[config.mk]
export PLATFORM = sky130hd
export DESIGN_NAME = input_arbiter
export DESIGN_NICKNAME = d
export VERILOG_FILES = /design/src/rtl/asicle_pkg.sv /design/src/rtl/debouncer.sv /design/src/rtl/input_arbiter.sv
export SDC_FILE = /design/constraint.sdc
export NUM_CORES = 1
export LEC_CHECK = 0
export BUFFER_PORTS_ARGS = -buffer_cell sky130_fd_sc_hd__buf_2
export CAP_MARGIN = 20
export CORE_MARGIN = 2
export CORE_UTILIZATION = 60
export CTS_BUF_LIST = sky130_fd_sc_hd__clkbuf_4
export CTS_CLUSTER_DIAMETER = 60
export DETAILED_ROUTE_END_ITERATION = 8
export PLACE_DENSITY = 0.75
export SLEW_MARGIN = 10
export SYNTH_ARGS = -nofsm -noshare
export SYNTH_HDL_FRONTEND = slang
export SYNTH_HIERARCHICAL = 1
export SYNTH_SLANG_ARGS = --single-unit
[constraint.sdc]
create_clock -name clk -period 4.55 [get_ports clk]
set_input_delay 0.6825 -clock clk [delete_from_list [all_inputs] [get_ports clk]]
set_output_delay 0.6825 -clock clk [all_outputs]
set_load 0.05 [all_outputs]
[src/rtl/asicle_pkg.sv]
// Shared command codes, button indices and the command priority order
// used by the input front end.
package asicle_pkg;

  localparam int unsigned NUM_BTN    = 6;
  localparam int unsigned NUM_CURSOR = 4;

  // Button index order matches inj_sel and the debug_out fields.
  localparam int unsigned BTN_UP    = 0;
  localparam int unsigned BTN_LEFT  = 1;
  localparam int unsigned BTN_RIGHT = 2;
  localparam int unsigned BTN_DOWN  = 3;
  localparam int unsigned BTN_GUESS = 4;
  localparam int unsigned BTN_NEW   = 5;

  localparam logic [2:0] CMD_NONE  = 3'd0;
  localparam logic [2:0] CMD_UP    = 3'd1;
  localparam logic [2:0] CMD_LEFT  = 3'd2;
  localparam logic [2:0] CMD_RIGHT = 3'd3;
  localparam logic [2:0] CMD_DOWN  = 3'd4;
  localparam logic [2:0] CMD_GUESS = 3'd5;
  localparam logic [2:0] CMD_NEW   = 3'd6;

  // Priority order: new > guess > up > down > left > right.
  function automatic logic [NUM_BTN-1:0] pick_first(input logic [NUM_BTN-1:0] pend);
    logic [NUM_BTN-1:0] pick;
    pick = '0;
    if (pend[BTN_NEW])        pick[BTN_NEW]   = 1'b1;
    else if (pend[BTN_GUESS]) pick[BTN_GUESS] = 1'b1;
    else if (pend[BTN_UP])    pick[BTN_UP]    = 1'b1;
    else if (pend[BTN_DOWN])  pick[BTN_DOWN]  = 1'b1;
    else if (pend[BTN_LEFT])  pick[BTN_LEFT]  = 1'b1;
    else if (pend[BTN_RIGHT]) pick[BTN_RIGHT] = 1'b1;
    return pick;
  endfunction

  function automatic logic [2:0] code_of(input logic [NUM_BTN-1:0] onehot);
    logic [2:0] code;
    case (onehot)
      6'b000001: code = CMD_UP;
      6'b000010: code = CMD_LEFT;
      6'b000100: code = CMD_RIGHT;
      6'b001000: code = CMD_DOWN;
      6'b010000: code = CMD_GUESS;
      6'b100000: code = CMD_NEW;
      default:   code = CMD_NONE;
    endcase
    return code;
  endfunction

endpackage

[src/rtl/debouncer.sv]
// One button: two-flop synchroniser, debounce counter, stable state and a
// one-cycle press pulse registered on the same edge the stable state rises.
module debouncer #(
  parameter int unsigned DEBOUNCE_CYCLES = 65536
) (
  input  logic clk,
  input  logic rst,
  input  logic btn,
  output logic stable,
  output logic press
);

  localparam int unsigned CW = (DEBOUNCE_CYCLES > 1) ? $clog2(DEBOUNCE_CYCLES) : 1;
  localparam logic [CW-1:0] CNT_LAST = CW'(DEBOUNCE_CYCLES - 1);

  logic          sync_a;
  logic          sync_b;
  logic [CW-1:0] cnt;

  always_ff @(posedge clk) begin
    if (rst) begin
      sync_a <= 1'b0;
      sync_b <= 1'b0;
      cnt    <= '0;
      stable <= 1'b0;
      press  <= 1'b0;
    end else begin
      sync_a <= btn;
      sync_b <= sync_a;
      press  <= 1'b0;
      if (sync_b == stable) begin
        cnt <= '0;
      end else if (cnt == CNT_LAST) begin
        // This is the DEBOUNCE_CYCLES-th consecutive differing cycle.
        stable <= sync_b;
        cnt    <= '0;
        press  <= sync_b;
      end else begin
        cnt <= cnt + 1'b1;
      end
    end
  end

endmodule

[src/rtl/input_arbiter.sv]
// Button front end: debounce, auto-repeat, injection, one-deep pending bits
// and a registered valid/ready command stage. Auto-repeat: INPUT_ARBITER_AUTOREPEAT_EN.
module input_arbiter
  import asicle_pkg::*;
#(
  parameter int unsigned DEBOUNCE_CYCLES = 65536,
  parameter int unsigned REPEAT_DELAY    = 12000000,
  parameter int unsigned REPEAT_RATE     = 3000000
) (
  input  logic        clk,
  input  logic        rst,
  input  logic        btn_up,
  input  logic        btn_left,
  input  logic        btn_right,
  input  logic        btn_down,
  input  logic        btn_guess,
  input  logic        btn_new,
  input  logic [5:0]  inj_sel,
  input  logic        cmd_ready,
  output logic        cmd_valid,
  output logic [2:0]  cmd_code,
  output logic [15:0] debug_out
);

  if (DEBOUNCE_CYCLES == 0 || REPEAT_DELAY == 0 || REPEAT_RATE == 0) begin : g_param_check
    $error("input_arbiter: timing parameters must be at least 1");
  end

  logic [NUM_BTN-1:0] btn_raw;
  logic [NUM_BTN-1:0] stable;
  logic [NUM_BTN-1:0] press;
  logic [NUM_BTN-1:0] rep_evt;
  logic [NUM_BTN-1:0] evt;
  logic [NUM_BTN-1:0] pend;
  logic [NUM_BTN-1:0] pend_nxt;
  logic [NUM_BTN-1:0] consume;
  logic [NUM_BTN-1:0] drop_vec;
  logic [2:0]         drop_add;
  logic [4:0]         drop_sum;
  logic [3:0]         drop_cnt;
  logic [3:0]         drop_nxt;
  logic               load;
  logic               out_valid;
  logic [2:0]         out_code;

  assign btn_raw = {btn_new, btn_guess, btn_down, btn_right, btn_left, btn_up};

  for (genvar i = 0; i < NUM_BTN; i++) begin : g_db
    debouncer #(
      .DEBOUNCE_CYCLES(DEBOUNCE_CYCLES)
    ) u_db (
      .clk   (clk),
      .rst   (rst),
      .btn   (btn_raw[i]),
      .stable(stable[i]),
      .press (press[i])
    );
  end

`ifdef INPUT_ARBITER_AUTOREPEAT_EN
  localparam int unsigned REP_MAX = (REPEAT_DELAY > REPEAT_RATE) ? REPEAT_DELAY : REPEAT_RATE;
  localparam int unsigned TW      = (REP_MAX > 1) ? $clog2(REP_MAX) : 1;
  localparam logic [TW-1:0] DELAY_LOAD = TW'(REPEAT_DELAY - 1);
  localparam logic [TW-1:0] RATE_LOAD  = TW'(REPEAT_RATE - 1);

  // Down-counter per cursor button; an event fires at terminal count while held.
  for (genvar i = 0; i < NUM_CURSOR; i++) begin : g_rep
    logic [TW-1:0] tmr;

    always_ff @(posedge clk) begin
      if (rst) begin
        tmr <= '0;
      end else if (press[i]) begin
        tmr <= DELAY_LOAD;
      end else if (!stable[i]) begin
        tmr <= '0;
      end else if (tmr == '0) begin
        tmr <= RATE_LOAD;
      end else begin
        tmr <= tmr - 1'b1;
      end
    end

    assign rep_evt[i] = stable[i] && !press[i] && (tmr == '0);
  end
  assign rep_evt[NUM_BTN-1:NUM_CURSOR] = '0;
`else
  assign rep_evt = '0;
`endif

  always_comb begin
    load     = !out_valid || cmd_ready;
    consume  = load ? pick_first(pend) : '0;
    evt      = press | rep_evt | inj_sel;
    // A bit consumed this cycle can take a new event without dropping it.
    drop_vec = evt & pend & ~consume;
    pend_nxt = (pend & ~consume) | evt;
    drop_add = 3'($countones(drop_vec));
    drop_sum = {1'b0, drop_cnt} + {2'b00, drop_add};
    drop_nxt = (drop_sum > 5'd15) ? 4'hf : drop_sum[3:0];
  end

  always_ff @(posedge clk) begin
    if (rst) begin
      pend      <= '0;
      drop_cnt  <= '0;
      out_valid <= 1'b0;
      out_code  <= CMD_NONE;
    end else begin
      pend     <= pend_nxt;
      drop_cnt <= drop_nxt;
      if (load) begin
        out_valid <= |pend;
        out_code  <= code_of(consume);
      end
    end
  end

  assign cmd_valid = out_valid;
  assign cmd_code  = out_code;
  assign debug_out = {drop_cnt, pend, stable};

endmodule

* Word-level counts from Yosys, hierarchy flattened
Cells that the tools add are included.
Cells by class: $add $sub $neg 12, order comparisons 1, eq/ne operators 18, mux-type cells 14, bitwise gates (word level) 18, reductions and logical operators 21
Operators with widths (number):
- $add A16 B1 Y16 const B | 6
- $eq A16 B16 Y1 const B | 6
- $reduce_or A3 Y1 | 12
- $and A6 B6 Y6 | 3
- $pmux W3 S6 | 1
- $not A1 Y1 | 12
- $or A6 B6 Y6 | 2
- $reduce_and A2 Y1 | 6
- $mux W4 | 2
- $mux W1 | 7
- $add A1 B1 Y2 | 3
- $eq A1 B1 Y1 | 6
- $eq A6 B1 Y1 const B | 1
- $eq A6 B2 Y1 const B | 1
- $eq A6 B3 Y1 const B | 1
- $eq A6 B4 Y1 const B | 1
- $eq A6 B5 Y1 const B | 1
- $eq A6 B6 Y1 const B | 1
- $mux W6 | 1
- $not A6 Y6 | 1
- $reduce_or A6 Y1 | 1
- $add A4 B3 Y5 | 1
- $gt A5 B4 Y1 const B | 1
- $mux W5 | 1
- other kinds (6) | 6
Word-level totals: register bits after elaboration 134, bits of input ports 15, output and inout bits 20, word-level logic and storage cells 118

* Depth between registers and ports, before layout
Gate-level depths: netlist (run 1).
depth in word-level cells 15, gate-level depth with buffers 13

* Cells and area by module
Netlist (run 1), hierarchy kept.
By module, submodules not included:
- debouncer | times used 6, cells each 90, area each 879.6 sq um, sequential area each 400.4 sq um
- input_arbiter | times used 1, cells each 86, area each 770.7 sq um, sequential area each 280.3 sq um

* Worst setup path after synthesis (run 1)
No wires, ideal clock.
kind flip-flop to flip-flop, from register out_valid, in the netlist cmd_valid, to register drop_cnt[2], setup time 95 ps, arrival time 3785 ps, data required time 4455 ps, setup slack 670 ps, stages on the path, launching flop included 13, clock period less this slack 3880 ps, cell sequence dfxtp_1 > nor2b_2 > buf_4 > o31ai_1 > or2_2 > fa_1 > inv_1 > fa_1 > inv_1 > fa_1 > fa_1 > nor2b_1 > a221oi_1
Between the ends: word-level cells in the longest chain between the ends 11, elaborated cells on any way between the ends 13, classes of those cells add/sub (6); order compare (1); mux (2); bitwise (2); reduce/logical (2)
Ends and longest elaborated chain:
- from (decl) | RTL line input_arbiter.sv:43 | logic out_valid;
- from (signal assigned) | RTL line input_arbiter.sv:113 | out_valid <= |pend;
- $logic_not A1 Y1 (*) | RTL line input_arbiter.sv:92 | load = !out_valid || cmd_ready;
- $logic_or A1 B1 Y1 (*) | RTL line input_arbiter.sv:92
- $mux W6 (*) | RTL line input_arbiter.sv:93 | consume = load ? pick_first(pend) : '0;
- $not A6 Y6 (*) | RTL line input_arbiter.sv:96 | drop_vec = evt & pend & ~consume;
- $and A6 B6 Y6 (*) | RTL line input_arbiter.sv:96
- $add A1 B1 Y2 (implied by the code) | RTL line input_arbiter.sv:98 | drop_add = 3'($countones(drop_vec));
- $add A2 B2 Y3 (implied by the code) | RTL line input_arbiter.sv:98
- $add A3 B2 Y3 (implied by the code) (*) | RTL line input_arbiter.sv:98
- $add A4 B3 Y5 (*) | RTL line input_arbiter.sv:99 | drop_sum = {1'b0, drop_cnt} + {2'b00, drop_add};
- $gt A5 B4 Y1 | RTL line input_arbiter.sv:100 | drop_nxt = (drop_sum > 5'd15) ? 4'hf : drop_sum[3:0];
- $mux W4 (*) | RTL line input_arbiter.sv:100
- to (signal assigned) | RTL line input_arbiter.sv:111 | drop_cnt <= drop_nxt;
- to (decl) | RTL line input_arbiter.sv:40 | logic [3:0] drop_cnt;
Mark *: on every way between the ends. The rest lies on a longest branch, timed or not. A chain may end at the register's enable or synchronous reset.

* Worst setup path after layout (run 1)
from register out_valid, in the netlist cmd_valid, to register drop_cnt[1]
Same word-level chain as after synthesis.

==> summary.txt, run 1 <==
status: finished, final reports clean
clk root buf: clkbuf_4
via density per instance: 5.234
diode count: 0
RSZ-0062 raised after global routing: no
slew of the pin with the lowest slew margin: 942.7 ps
Reg area: 0.002683 sq mm
VDD IR-drop max: 0.2448 mV
FP Rows: 36
Cell Pwr Density: 362.7 mW/mm^2
Final Util: 0.6759
Initial Util: 0.6188
CTS tree: yes
register area share after synthesis: 0.4435
Filler Cell Count: 799
Final nets: 693
reg2reg start: cmd_valid$_SDFFE_PP0N_
ANT nets after route: 0
global-route usage over all layers: 0.2065
Layout area overhead: 9.226%
Post-synth EDFFs: 0
worst path required time: 5010 ps
postcts setup bufs: 0
Fin. Hold Viols: 0
synth cell count leaders: dfxtp_1 (134), nor2_1 (101), xnor2_1 (54), nand3_1 (36), xor2_1 (36)
Syn Inst Count: 626
final setup vio count: 0
initial DRC count: 193
synthesis-stage register bit count: 134
CP Capture Type: flip-flop
H-Tree Depth: 4
Reg clk slew, reported paths: 120 ps
Cell Area, Placed: 0.006211 sq mm
IO Count: 35
mapped cell area: 0.006048 sq mm
Die Area: 0.01090 sq mm
cell taking the most area after synthesis: dfxtp_1
Post-CTS Hold Buffers: 0
leakage power: 0.002370 uW
Max-slew headroom: 0.3715
Placed Cells: 779
synthesized netlist net count: 654
initial antenna violation count: 0
commonest register cell after synthesis: dfxtp_1
fin crit share: 0.7911
Pins Over Slew Limit: 0
most common cell in the synthesized netlist: dfxtp_1
die height: 104.4 um
Max Root-Sink Buffers: 2
first-pass GRT wire length: 18200 um
Crit Path Class: flip-flop to flip-flop
worst-skew pair later-pin latency: 530 ps
post-route setup TNS: 0 ps
critical path fanouts, max: 7
fraction of registers with async set/reset: 0
Mean Syn Cell Area: 9.662 sq um
vias: 4245
CTS sink cnt: 134
CP startpoint kind: flip-flop
DRT Pass-1 Iters: 4
Clock Skews: 15.50 ps
Detailed Place HPWL: 7458 um
synth warn: 6
post-CTS resize count: 0
Synth top area share: 0.4435
largest net degree at the start of global routing: 46
max-cap viol count: 0
Multi-input gate area: 0.003083 sq mm
Area contributors post-synth: dfxtp_1 (44%), xnor2_1 (7.8%), nor2_1 (6.3%)
Routed WL per cell: 12.81 um
# DRC: 0
total gr overflow: 0
hold crit path type: input port to flip-flop
share of cells above drive strength 1: 0.1873
hold_ws: 354.9 ps
post-synth cell types: 47
Routed WL: 10390 um
fin area: 0.006606 sq mm
IO Port Bufs: 34
Post-Layout Cell Count: 811
Worst Setup SP: cmd_valid$_SDFFE_PP0N_
die width: 104.4 um
Tmin final: 3600 ps
placer congestion estimate: 0.7917
TritonCTS buffer count: 17
vias in the first global route: 4037
area of the core: 0.009774 sq mm
WP data arrival: 4060 ps
hold path startpoint: btn_down
Max Fclk: 0.2778 GHz
[where the power goes]
group	internal (uW)	switching (uW)	total [uW]	leakage (uW)
Combinational	45.8	102	148	0.00108
Clock	614	424	1040	0.000204
Sequential	1190	18.0	1210	0.00109
[per-stage QoR]
stage          power (uW)  setup slack (ps)
2_1_floorplan        1350             669.8
3_3_place_gp         1382             580.0
3_5_place_dp         1386             498.0
4_1_cts              2424             941.1
5_1_grt              2495             679.1
6_report             2396             950.3
[flip-flops by register name, indices dropped and copies added (netlist names), 3 cells and up]
signal and cells:
g_db.u_db/cnt 96, g_db.u_db/press 6, g_db.u_db/stable 6, g_db.u_db/sync_a 6, g_db.u_db/sync_b 6, pend 6, drop_cnt 4, cmd_code 3
[cell usage in the layout, fill, tap and decap left out, drive strengths merged, types with 7 or more instances in the layout]
cell type  Yosys  layout
and3           7       7
nor3          14      14
inv           27      27
buf           14      35
nand4         30      30
nor2         125     125
ha             9       9
bufinv         0       7
nand2         20      20
clkbuf         1      19
nor4          36      36
or2           11      11
nand3         36      36
xor2          36      36
a21oi         10      10
xnor2         54      54
dfxtp        134     134
nor2b         16      16
[path summary, 6_finish.rpt]
path / slack, ps / end / cells after the start
worst min register to register: 450 / g_db[1].u_db/sync_b$_SDFF_PP0_ / 1
worst max register to register: 950 / drop_cnt[1]$_SDFF_PP0_ / 12
worst max-delay path: 950 / drop_cnt[1]$_SDFF_PP0_ / 12
worst min-delay path: 350 / g_db[3].u_db/sync_a$_SDFF_PP0_ / 2
[routing by layer]
layer	vias to the layer above	GRT usage	routed length [um]
met5	-	0	0
met4	0	0.06660	121
met3	8	0.06579	335
met2	63	0.3357	5003
met1	1964	0.2604	4931
li1	2210	-	-
[kinds of logic (layout without fill, tap and decap cells)]
logic type / count (synthesis) / in the layout / share of synthesized area
buffers and inverters: 42 / 94 / 0.04675
AOI/OAI and AO/OA: 23 / 23 / 0.02586
DFF: 134 / 134 / 0.4435
muxes: 6 / 6 / 0.009930
and+or+nand+nor: 318 / 318 / 0.3118
adders and majority gates: 13 / 13 / 0.03186
xor gates and xnor gates: 90 / 90 / 0.1303
[worst max-delay path, stage by stage, from the launching register on]
cell     delay (ps)
dfxtp_1         340
nor2b_2         320
o31ai_1         140
or2_2           310
fa_1            540
inv_1            50
fa_1            500
inv_1            50
fa_1            450
fa_1            400
nor2b_1         160
o21ai_0         120
a21oi_1         160
[area by class of cell]
type | count | share of cell area
clock inverters | 13 | 0.03826
inverters | 27 | 0.01534
multi-input cells | 450 | 0.4667
clock buffers | 19 | 0.02159
flip-flops and latches | 134 | 0.4061
repair buffers | 35 | 0.02689
well taps | 133 | 0.02519
Power figures use the tool's default switching activity.
==> inputs of run 2 (changes only) <==
==> constraint.sdc (replaced) <==
create_clock -name clk -period 3.4 [get_ports clk]
set_input_delay 0.51 -clock clk [delete_from_list [all_inputs] [get_ports clk]]
set_output_delay 0.51 -clock clk [all_outputs]
set_load 0.05 [all_outputs]
==> summary.txt, run 2 (synthesized netlist as in run 1, its figures left out) <==
Layout area overhead: 8.089%
Pins Over Slew Limit: 0 (unchanged)
crit-path max cell delay: 510 ps (-30 ps)
Fin. Hold Viols: 0 (unchanged)
post-placement worst setup slack: -175.1 ps (-673.2 ps)
hold path startpoint: btn_new
die height: 104.4 um (unchanged)
global-route usage over all layers: 0.2053 (-0.001200)
Detailed Place HPWL: 7475 um (+0.22%)
Initial Util: 0.6188 (unchanged)
first-pass GRT wire length: 18270 um (+0.38%)
reg2reg start: cmd_valid$_SDFFE_PP0N_
Clock Skews: 15.05 ps (-0.4544 ps)
Filler Cell Count: 819 (+2.5%)
status: finished, final reports clean
total gr overflow: 0 (unchanged)
CP Capture Type: flip-flop
Final nets: 694 (+0.14%)
IO Port Bufs: 34 (unchanged)
Routed WL: 10320 um (-0.68%)
CP bufs+invs: 2 (unchanged)
CP startpoint kind: flip-flop
Post-CTS Hold Buffers: 0 (unchanged)
Die Area: 0.01090 sq mm (unchanged)
Reg clk slew, reported paths: 120 ps (about the same)
worst-skew pair later-pin latency: 510 ps (-20 ps)
share of cells above drive strength 1: 0.1988 (+0.01151)
FP Rows: 36 (unchanged)
Crit Path Class: flip-flop to flip-flop
H-Tree Depth: 4 (unchanged)
Worst Setup SP: cmd_valid$_SDFFE_PP0N_
Cells on Worst Hold Path: 2 (unchanged)
vias: 4295 (+1.2%)
WP data arrival: 3710 ps (-350 ps)
hold crit path type: input port to flip-flop
vias in the first global route: 4206 (+4.2%)
Most flops, register: g_db.u_db/cnt
hold_ws: 209.0 ps (-145.9 ps)
fin area: 0.006538 sq mm (-1.0%)
clk root buf: clkbuf_4
post-route setup TNS: 0 ps (unchanged)
largest net degree at the start of global routing: 46 (unchanged)
final setup vio count: 0 (unchanged)
max-cap viol count: 0 (unchanged)
critical path fanouts, max: 5 (-2)
leakage power: 0.002319 uW (-2.2%)
Max Fclk: 0.3032 GHz (+9.2%)
CP delay by family, top: adder cells
worst-path cell chain: nor2b_4, o41ai_1, or2_2, fa_1, inv_1, fa_1, inv_1, fa_2, fa_2, nor2b_1, a221oi_1
# DRC: 0 (unchanged)
initial DRC count: 136 (-30%)
most frequent cells in the layout: dfxtp_1 (129), nor2_1 (101), xnor2_1 (54), xor2_1 (36), nand3_1 (36)
via density per instance: 5.289 (+1.1%)
area of the core: 0.009774 sq mm (unchanged)
diode count: 0 (unchanged)
VDD IR-drop max: 0.3256 mV (+33%)
Cell Area, Placed: 0.006240 sq mm (+0.46%)
fin crit share: 0.9699 (+0.1788)
placer congestion estimate: 0.7737 (-2.3%)
CTS tree: yes
worst r2r path cells: 11 (-1)
total power: 2880 uW (+20%)
most common cell after layout, fill and taps aside: dfxtp_1
number of flip-flops in the largest register: 96 (unchanged)
TritonCTS buffer count: 17 (unchanged)
slew of the pin with the lowest slew margin: 913.2 ps (-29.52 ps)
worst path required time: 3810 ps (-1200 ps)
Max-slew headroom: 0.3912 (+0.01968)
Levels on crit path: 11 (-1)
IO Count: 35 (unchanged)
ANT nets after route: 0 (unchanged)
Cell Pwr Density: 440.5 mW/mm^2 (+21%)
CTS sink cnt: 134 (unchanged)
Tmin final: 3298 ps (-302.0 ps)
Routed WL per cell: 12.71 um (-0.81%)
die width: 104.4 um (unchanged)
DRT Pass-1 Iters: 4 (unchanged)
Max Root-Sink Buffers: 2 (unchanged)
initial antenna violation count: 0 (unchanged)
slowest cell on the critical path: fa_1
RSZ-0062 raised after global routing: no
Setup WS post-layout: 102.3 ps (-848.0 ps)
==> run 2: cell count changes in the layout (fill, tap and decap cells not counted), moves of 2 or more <==
| cell | before | now |
|---|---|---|
| dfxtp_2 | 0 | 4 |
| clkbuf_4 | 19 | 17 |
| fa_1 | 4 | 2 |
| fa_2 | 0 | 2 |
| clkinv_2 | 1 | 3 |
| clkinv_4 | 3 | 1 |
| dfxtp_1 | 134 | 129 |
| bufinv_16 | 7 | 3 |
| clkinvlp_4 | 1 | 5 |
| clkinv_1 | 1 | 3 |
==> run 2: final timing paths <==
check                           slack (ps)                        endpoint
worst max-delay path                   100          drop_cnt[2]$_SDFF_PP0_
worst min-delay path                   210  g_db[5].u_db/sync_a$_SDFF_PP0_
worst max register to register         100          drop_cnt[2]$_SDFF_PP0_
worst min register to register         450  g_db[2].u_db/sync_b$_SDFF_PP0_
==> run 2: power breakdown <==
part / total (uW) / internal (uW) / switching [uW]
Combinational: 204 / 66.5 / 138
Sequential: 1620 / 1600 / 23.6
Clock: 1060 / 498 / 558
Total: 2880 / 2160 / 719
==> run 2: worst register-to-register path, cell delays in order (launching register included) <==
cell,delay [ps]
dfxtp_4,360
nor2b_4,200
o41ai_1,100
or2_2,300
fa_1,490
inv_1,60
fa_1,510
inv_1,50
fa_2,360
fa_2,370
nor2b_1,140
a221oi_1,270
==> run 2: layer usage <==
metal,track usage,vias to the layer above,share of wire
li1,-,2218,-
met1,0.2414,2008,0.45
met2,0.3492,56,0.50
met3,0.06516,13,0.035
met4,0.07722,0,0.016
met5,0,-,0
==> run 2: timing repair <==
action	CTS	global route
endpoints found under the hold margin	0	0
setup buffers	0	0
resized for setup	0	2
setup endpoints to repair	0	4
==> run 2: layout make-up <==
| cell class | instances | area, sq um | share of cell area |
|---|---|---|---|
| well taps | 133 | 166.4 | 0.02545 |
| repair buffers | 36 | 185.2 | 0.02833 |
| multi-input cells | 450 | 3103 | 0.4746 |
| clock inverters | 15 | 162.7 | 0.02488 |
| inverters | 27 | 101.3 | 0.01550 |
| flip-flops and latches | 134 | 2691 | 0.4117 |
| clock buffers | 17 | 127.6 | 0.01952 |
==> run 2: metrics by stage <==
stage | util | instances
3_5_place_dp | 0.6384 | 780
2_1_floorplan | - | 626
6_report | 0.6688 | 812
4_1_cts | 0.6681 | 812
5_1_grt | 0.6688 | 812
3_3_place_gp | 0.6384 | 780
==> inputs of run 3 (changes only) <==
--- a/config.mk
+++ b/config.mk
@@ -12,6 +12,7 @@
 export CTS_BUF_LIST = sky130_fd_sc_hd__clkbuf_4
 export CTS_CLUSTER_DIAMETER = 60
 export DETAILED_ROUTE_END_ITERATION = 8
+export GPL_TIMING_DRIVEN = 0
 export PLACE_DENSITY = 0.75
 export SLEW_MARGIN = 10
 export SYNTH_ARGS = -nofsm -noshare
==> summary.txt, run 3 (synthesized netlist as in run 1, its figures left out) <==
status: finished, final reports clean
final setup vio count: 0 (unchanged)
area of the core: 0.009774 sq mm (unchanged)
initial DRC count: 157 (+15%)
Tmin final: 3327 ps (+29.56 ps)
hold crit path type: input port to flip-flop
FP Rows: 36 (unchanged)
die height: 104.4 um (unchanged)
Max Root-Sink Buffers: 2 (unchanged)
Clk network pwr share: 0.384 (+0.017)
Cells on Worst Hold Path: 2 (unchanged)
largest net degree at the start of global routing: 37 (-20%)
H-Tree Depth: 4 (unchanged)
DRT Pass-1 Iters: 4 (unchanged)
worst hold path endpoint: g_db[4].u_db/sync_a$_SDFF_PP0_
RSZ-0062 raised after global routing: yes
Routed WL per cell: 12.95 um (+1.9%)
Filler Cell Count: 806 (-1.6%)
placer congestion estimate: 0.7910 (+2.2%)
most common cell after layout, fill and taps aside: dfxtp_1
crit-path max cell delay: 560 ps (+50 ps)
CP Capture Type: flip-flop
hold path startpoint: btn_guess
internal power: 2263 uW (+4.7%)
Pins Over Slew Limit: 0 (unchanged)
share of cells above drive strength 1: 0.2227 (+0.02388)
leakage power: 0.002451 uW (+5.7%)
Layout area overhead: 11.94%
via density per instance: 5.277 (-0.23%)
Clock Skews: 16.85 ps (+1.800 ps)
Most flops, register: g_db.u_db/cnt
vias: 4375 (+1.9%)
Final nets: 711 (+2.4%)
worst-path cell chain: nor2b_4, buf_6, o31ai_2, or2_1, fa_1, inv_2, fa_1, inv_2, fa_2, fa_2, and4b_1, o21ai_1, and3_1
clk root buf: clkbuf_4
WP data arrival: 3800 ps (+90 ps)
Reg2Reg Setup Slack: 70 ps (-30 ps)
CP startpoint kind: flip-flop
hold_ws: 184.5 ps (-24.46 ps)
vias in the first global route: 4211 (+0.12%)
TritonCTS buffer count: 17 (unchanged)
Die Area: 0.01090 sq mm (unchanged)
CTS tree: yes
Max Fclk: 0.3006 GHz (-0.89%)
Initial Util: 0.6188 (unchanged)
Final Util: 0.6927 (+0.02381)
Detailed Place HPWL: 7701 um (+3.0%)
IO Port Bufs: 34 (unchanged)
die width: 104.4 um (unchanged)
Sequential Power Share: 0.541 (-0.021)
Cell Pwr Density: 442.0 mW/mm^2 (+0.33%)
global-route usage over all layers: 0.2086 (+0.003304)
Fin. Hold Viols: 0 (unchanged)
Routed WL: 10740 um (+4.0%)
Max-slew headroom: 0.5985 (+0.2073)
initial antenna violation count: 0 (unchanged)
total gr overflow: 0 (unchanged)
Crit Path Class: flip-flop to flip-flop
CTS sink cnt: 134 (unchanged)
worst-skew pair later-pin latency: 520 ps (about the same)
number of flip-flops in the largest register: 96 (unchanged)
NetSw: 729.5 uW (+1.4%)
slew of the pin with the lowest slew margin: 602.2 ps (-310.9 ps)
ANT nets after route: 0 (unchanged)
diode count: 0 (unchanged)
Net Sw Frac: 0.2438 (-0.005921)
Reg clk slew, reported paths: 120 ps (about the same)
reg2reg start: cmd_valid$_SDFFE_PP0N_
# DRC: 0 (unchanged)
IO Count: 35 (unchanged)
critical path fanouts, max: 4 (-1)
worst path required time: 3870 ps (+60 ps)
combinational fraction of design power: 0.075 (+0.004)
VDD IR-drop max: 0.5707 mV (+75%)
max-cap viol count: 0 (unchanged)
first-pass GRT wire length: 18440 um (+0.90%)
slowest cell on the critical path: fa_1
most frequent cells in the layout: dfxtp_1 (129), nor2_1 (101), xnor2_1 (54), xor2_1 (36), nand3_1 (36)
fin crit share: 0.9786 (+0.008694)
worst r2r path cells: 13 (+2)
R2R Path End: drop_cnt[3]$_SDFF_PP0_
[run 3: power by group through the flow]
stage,sequential (uW),clock [uW],combinational (uW)
after floorplan,1710,0,98.1
after global placement,1650,0,209
after detailed placement,1650,0,213
after CTS,1620,1180,220
after global routing,1620,1250,242
final,1620,1150,223
[run 3: cell type report]
type                       count  area [sq um]  share of cell area
multi-input combinational    450          3104              0.4585
sequential                   134          2694              0.3979
timing repair buffer          39         207.7             0.03068
clock inverter                14         181.4             0.02680
buffer                        14         180.2             0.02661
tap                          133         166.4             0.02458
clock buffer                  18         135.1             0.01996
inverter                      27         101.3             0.01497
[run 3: worst max-delay path, delay by kind of cell (launching register included)]
family          cells  cell delay (ps)
fa+ha+maj           4             1830
compound gates      2              130
buf+inv             3              220
simple gates        4              760
flops               1              350
[run 3: how the worst max path moves through the flow]
stage                      startpoint                      to  slack [ps]  depth (start not counted)
6_report       cmd_valid$_SDFFE_PP0N_  drop_cnt[3]$_SDFF_PP0_          70                         13
5_1_grt        cmd_valid$_SDFFE_PP0N_  drop_cnt[3]$_SDFF_PP0_         -70                         13
4_1_cts        cmd_valid$_SDFFE_PP0N_  drop_cnt[2]$_SDFF_PP0_           3                         12
3_5_place_dp                cmd_ready  drop_cnt[1]$_SDFF_PP0_        -300                         14
3_3_place_gp                cmd_ready  drop_cnt[2]$_SDFF_PP0_        -250                         13
2_1_floorplan               cmd_ready  drop_cnt[2]$_SDFF_PP0_          20                         12
[run 3: metrics by stage]
step / total power [uW] / cell area [sq um] / setup slack, ps / std cells / setup TNS, ps
floorplan: 1810 / 6073 / 17.76 / 626 / 0
global route: 3112 / 6770 / -68.98 / 829 / -235.5
CTS: 3018 / 6751 / 2.876 / 828 / 0
finish: 2992 / 6770 / 72.78 / 829 / 0
detailed placement: 1868 / 6410 / -299.3 / 793 / -1122
global placement: 1862 / 6410 / -246.6 / 793 / -961.4
[run 3: layer usage]
layer / vias to the layer above / wire length, um / GRT usage
met1: 2052 / 4875 / 0.2389
met4: 0 / 108 / 0.06467
met5: - / 0 / 0
li1: 2258 / - / -
met3: 11 / 385 / 0.07143
met2: 54 / 5369 / 0.3651
[run 3: what timing repair did]
| item | 4_1_cts | 5_1_grt |
|---|---|---|
| gates resized for setup | 2 | 5 |
| pin swaps | 0 | 7 |
| setup endpoints to repair | 4 | 4 |
| hold buffers | 0 | 0 |
| buffers inserted | 3 | 2 |
| endpoints found under the hold margin | 0 | 0 |
